`config.mk`:
```
export PLATFORM = sky130hd
export DESIGN_NAME = mem_ctrl
export DESIGN_NICKNAME = d
export VERILOG_FILES = /design/src/rtl/mem_ctrl_pkg.sv /design/src/rtl/mem_ctrl.sv
export SDC_FILE = /design/constraint.sdc
export NUM_CORES = 1
export LEC_CHECK = 0
export CORE_MARGIN = 4
export CORE_UTILIZATION = 43
export DETAILED_ROUTE_END_ITERATION = 7
export PLACE_DENSITY = 0.83
export REMOVE_ABC_BUFFERS = 1
export SYNTH_ARGS = -nofsm -noshare
export SYNTH_HDL_FRONTEND = slang
export SYNTH_SLANG_ARGS = --single-unit
```
`constraint.sdc`:
```
create_clock -name clock -period 5.9 [get_ports clock]
set_input_delay 0.885 -clock clock [delete_from_list [all_inputs] [get_ports clock]]
set_output_delay 0.885 -clock clock [all_outputs]
set_load 0.01 [all_outputs]
```
`src/rtl/mem_ctrl_pkg.sv`:
```
// Shared definitions for the cell RAM controller and the RAM instantiation.
package mem_ctrl_pkg;

  localparam int unsigned MC_ADDR_W = 10;
  localparam int unsigned MC_DATA_W = 64;

  typedef enum logic [1:0] {
    OP_READ  = 2'b00,
    OP_WRITE = 2'b01,
    OP_ALLOC = 2'b10,
    OP_RSVD  = 2'b11
  } op_t;

  typedef enum logic [1:0] {
    ST_IDLE  = 2'b00,
    ST_ISSUE = 2'b01,
    ST_WAIT  = 2'b10,
    ST_RESP  = 2'b11
  } state_t;

endpackage

```
`src/rtl/mem_ctrl.sv`:
```
// Initiator for the single-port cell RAM: request/response handshakes,
// read-latency absorption and the bump allocator for cons cells.
module mem_ctrl
  import mem_ctrl_pkg::*;
#(
  parameter int unsigned ADDR_W     = MC_ADDR_W,
  parameter int unsigned DATA_W     = MC_DATA_W,
  parameter int unsigned ALLOC_BASE = 0
) (
  input  logic              clock,
  input  logic              reset,
  input  logic              req_valid,
  output logic              req_ready,
  input  logic [1:0]        req_op,
  input  logic [ADDR_W-1:0] req_addr,
  input  logic [DATA_W-1:0] req_data,
  output logic              resp_valid,
  input  logic              resp_ready,
  output logic [DATA_W-1:0] resp_data,
  output logic [ADDR_W-1:0] resp_addr,
  output logic              resp_err,
  output logic [ADDR_W-1:0] ram_address,
  output logic [DATA_W-1:0] ram_data,
  output logic              ram_wren,
  input  logic [DATA_W-1:0] ram_q,
  output logic [ADDR_W:0]   free_ptr,
  output logic              mem_full
);

  localparam int unsigned    PTR_W   = ADDR_W + 1;
  localparam logic [PTR_W-1:0] PTR_RST = PTR_W'(ALLOC_BASE);
  localparam logic [PTR_W-1:0] PTR_ONE = PTR_W'(1);

  state_t              state, state_d;
  op_t                 op, op_d;
  logic                req_ready_d;
  logic                resp_valid_d;
  logic [DATA_W-1:0]   resp_data_d;
  logic [ADDR_W-1:0]   resp_addr_d;
  logic                resp_err_d;
  logic [ADDR_W-1:0]   ram_address_d;
  logic [DATA_W-1:0]   ram_data_d;
  logic                ram_wren_d;
  logic [PTR_W-1:0]    free_ptr_d;

  // Pointer saturates at 2**ADDR_W, so its MSB alone flags exhaustion.
  assign mem_full = free_ptr[ADDR_W];

  always_ff @(posedge clock or posedge reset) begin
    if (reset) begin
      state       <= ST_IDLE;
      op          <= OP_READ;
      req_ready   <= 1'b1;
      resp_valid  <= 1'b0;
      resp_data   <= '0;
      resp_addr   <= '0;
      resp_err    <= 1'b0;
      ram_address <= '0;
      ram_data    <= '0;
      ram_wren    <= 1'b0;
      free_ptr    <= PTR_RST;
    end else begin
      state       <= state_d;
      op          <= op_d;
      req_ready   <= req_ready_d;
      resp_valid  <= resp_valid_d;
      resp_data   <= resp_data_d;
      resp_addr   <= resp_addr_d;
      resp_err    <= resp_err_d;
      ram_address <= ram_address_d;
      ram_data    <= ram_data_d;
      ram_wren    <= ram_wren_d;
      free_ptr    <= free_ptr_d;
    end
  end

  // Next-state and next-output logic; ram_wren defaults low so it can only
  // be high for the single ISSUE cycle.
  always_comb begin
    state_d       = state;
    op_d          = op;
    req_ready_d   = req_ready;
    resp_valid_d  = resp_valid;
    resp_data_d   = resp_data;
    resp_addr_d   = resp_addr;
    resp_err_d    = resp_err;
    ram_address_d = ram_address;
    ram_data_d    = ram_data;
    ram_wren_d    = 1'b0;
    free_ptr_d    = free_ptr;

    case (state)
      ST_IDLE: begin
        if (req_valid && req_ready) begin
          op_d        = op_t'(req_op);
          req_ready_d = 1'b0;
          if ((op_t'(req_op) == OP_RSVD) ||
              ((op_t'(req_op) == OP_ALLOC) && mem_full)) begin
            state_d      = ST_RESP;
            resp_valid_d = 1'b1;
            resp_err_d   = 1'b1;
            resp_data_d  = '0;
            resp_addr_d  = '0;
          end else begin
            state_d       = ST_ISSUE;
            ram_data_d    = req_data;
            ram_address_d = (op_t'(req_op) == OP_ALLOC) ? free_ptr[ADDR_W-1:0] : req_addr;
            ram_wren_d    = (op_t'(req_op) != OP_READ);
          end
        end
      end

      ST_ISSUE: begin
        if (op == OP_READ) begin
          state_d = ST_WAIT;
        end else begin
          state_d      = ST_RESP;
          resp_valid_d = 1'b1;
          resp_err_d   = 1'b0;
          resp_data_d  = '0;
          resp_addr_d  = ram_address;
          if ((op == OP_ALLOC) && !mem_full) begin
            free_ptr_d = free_ptr + PTR_ONE;
          end
        end
      end

      ST_WAIT: begin
        state_d      = ST_RESP;
        resp_valid_d = 1'b1;
        resp_err_d   = 1'b0;
        resp_data_d  = ram_q;
        resp_addr_d  = ram_address;
      end

      ST_RESP: begin
        if (resp_ready) begin
          state_d      = ST_IDLE;
          resp_valid_d = 1'b0;
          req_ready_d  = 1'b1;
        end
      end

      default: begin
        state_d      = ST_IDLE;
        req_ready_d  = 1'b1;
        resp_valid_d = 1'b0;
      end
    endcase
  end

endmodule

```
==> impl_metrics.yaml <==
routing:
  drtAntennaViolNets: 0
  wl_per_cell_um: 18.0
  first_iter_violations: 272
  vias: 5350
  dr.pass1.iters: 4
  avgViaCountPerCell: 4.79
  post-route-drc-count: 0
  totalWireLength_um: 20100
clock_network:
  h-tree-depth: 4
  ctsHoldBuffers: 0
  cts_setup_buffers: 0
  clk_path_buf_depth: 2
  cts_tree: "built"
  cts_resized: 0
  clk_pin_slew_ps: 60
  worstSkewPairLatency_ps: 420
  ctsRootBufferMaster: "clkbuf_16"
  cts_sinks: 167
  cts_made_buffers: 17
timing:
  tightestPinTransition_ps: 897
  maxSlewHeadroom: 0.402
  fin_skew_ps: 8.39
  fin_ws_ps: 2890
  whs_ps: 483
  finalCriticalPeriod_ps: 3010
  setup_tns_ps: 0
  rsz0062_at_grt: "no"
  hold_violations: 0
  finalMaxSlewViolations: 0
  timing.fmax_mhz: 332
  setup_violations: 0
  period_share: 0.510
final_layout:
  filler_cell_count: 1204
  fin_util: 0.687
  area_growth_pct: 54.8
  fin_nets: 1036
  drive_gt1_frac: 0.0590
logic_synthesis:
  synth_async_sr_flop_share: 1.00
  yosysSeqAreaShare: 0.586
  ys_ff_latch: 167
  yosysWarnings: 0
  ys_types: 39
  yosys.area.top_type: "dfrtp_1"
  netlist.area_leader.share: 0.583
  syn_area_um2: 7130
  synth_commonest_cells: "dfrtp_1 (166), mux2i_1 (86), inv_1 (81)"
  avgSynthCellArea_um2: 12.2
  synth_area_leaders: "dfrtp_1 (58%), mux2i_1 (12%), mux2_1 (8.5%)"
  synth_edf_count: 0
  syn_inst: 583
  yosysMostFrequentCell: "dfrtp_1"
  synth_top_flop_cell: "dfrtp_1"
floorplan:
  rows: 46
  dieArea_um2: 18700
  die_y_um: 137
  io_pins: 308
  core_um2: 16100
  initial_core_util: 0.444
  die_w_um: 137
power_and_ir_drop:
  irDropWorstVdd_mv: 0.285
  leakage_nw: 4.82
  power.density_nw_per_um2: 497
placement:
  place_congestion: 0.818
  hpwl_um: 14600
  pre_cts_ws_ps: 2520
  port_buffers: 307
job:
  maxCapViolCount: 0
worst_setup_path:
  arrival_ps: 3350
  endpoint_kind: "register"
  critPathLaunchType: "input pin"
  required_ps: 6240
  cp_max_fo: 67
  worstSetupPathType: "input pin to register"
grt:
  overflow: 0
  grt.total_usage: 0.217
  grt_antenna_before_repair: 3
  grt_pass1_vias: 5561
  grt_pass1_wl_um: 31000
  grt_start_max_net_pins: 97
status:
  outcome: "complete, no violations"
min_path:
  hold_class: "register to register"
kinds of logic after synthesis:
logic type	after synthesis	synth area share
AND/OR/NAND/NOR	105	0.0649
multiplexers	152	0.225
XOR/XNOR	9	0.0111
adder cells (fa/ha/maj)	6	0.0105
buffers and inverters	109	0.0693
AO/OA/AOI/OAI	35	0.0328
flip-flops	167	0.586
registers in the layout, indices dropped and copies added (netlist names):
name,flops
ram_data,64
resp_data,64
free_ptr,11
ram_address,10
resp_addr,10
op,2
state,2
ram_wren,1
req_ready,1
resp_err,1
resp_valid,1
stage by stage:
step | std cells | power (mW) | cell area, um^2
after global placement | 1083 | 4.16 | 10300
after floorplan | 555 | 3.10 | 6940
after detailed placement | 1083 | 4.22 | 10300
after CTS | 1115 | 5.55 | 11000
after global routing | 1118 | 5.80 | 11000
final | 1118 | 5.48 | 11000
routing by layer:
layer,vias to the layer above,global-route usage,part of all wire
met5,-,0,0
met4,0,0.108,0.035
met3,41,0.0515,0.059
met2,193,0.367,0.52
met1,2598,0.260,0.39
li1,2518,-,-
worst paths after layout:
| kind | startpoint | endpoint | slack [ps] | cells past startpoint |
|---|---|---|---|---|
| max | req_op[0] | resp_data[54] | 2890 | 5 |
| min | ram_data[18] | ram_data[18] | 480 | 1 |
| max reg2reg | state[1] | ram_data[44] | 2940 | 6 |
| min reg2reg | ram_data[18] | ram_data[18] | 480 | 1 |
| max in group asynchronous | reset | ram_data[34] | 3840 | 3 |
| min in group asynchronous | reset | resp_data[48] | 1020 | 2 |
power by group:
| group | switching, mW | total, mW | internal [mW] |
|---|---|---|---|
| logic | 1.08 | 2.37 | 1.29 |
| clock network | 0.461 | 1.30 | 0.837 |
| registers | 0.246 | 1.81 | 1.57 |
| total | 1.79 | 5.48 | 3.69 |
critical path: stages:
cell	delay (ps)
clkdlybuf4s50_1	550
o21ai_1	230
a2111oi_4	900
buf_12	490
mux2i_1	260
final cells by class:
type,count,area (um^2),area share
inverter,81,309,0.0280
clock inverter,13,253,0.0229
timing repair buffer,312,3120,0.283
clock buffer,19,433,0.0392
tap,216,270,0.0245
antenna,3,7.51,0.000680
multi-input combinational,307,2460,0.223
sequential,167,4180,0.379
layout by cell type (no fill, tap or decap), types with 2 or more instances in the layout:
master / n
clkinv_2: 2
clkbuf_1: 2
xor2_1: 3
dfrtp_1: 166
inv_1: 80
o21a_1: 2
nand4_1: 5
nand2b_1: 2
mux2i_1: 86
o21ai_1: 11
inv_6: 2
nand2_1: 80
clkinvlp_4: 2
ha_1: 5
buf_4: 4
mux2_2: 12
xnor2_1: 6
clkbuf_16: 17
bufinv_16: 7
diode_2: 3
nor3_1: 2
clkdlybuf4s50_1: 307
nor2_1: 3
o21ai_0: 14
and3_1: 3
nand3_1: 2
a2111oi_0: 2
nor4_1: 2
mux2_1: 54
(Power assumes the default switching activity.)
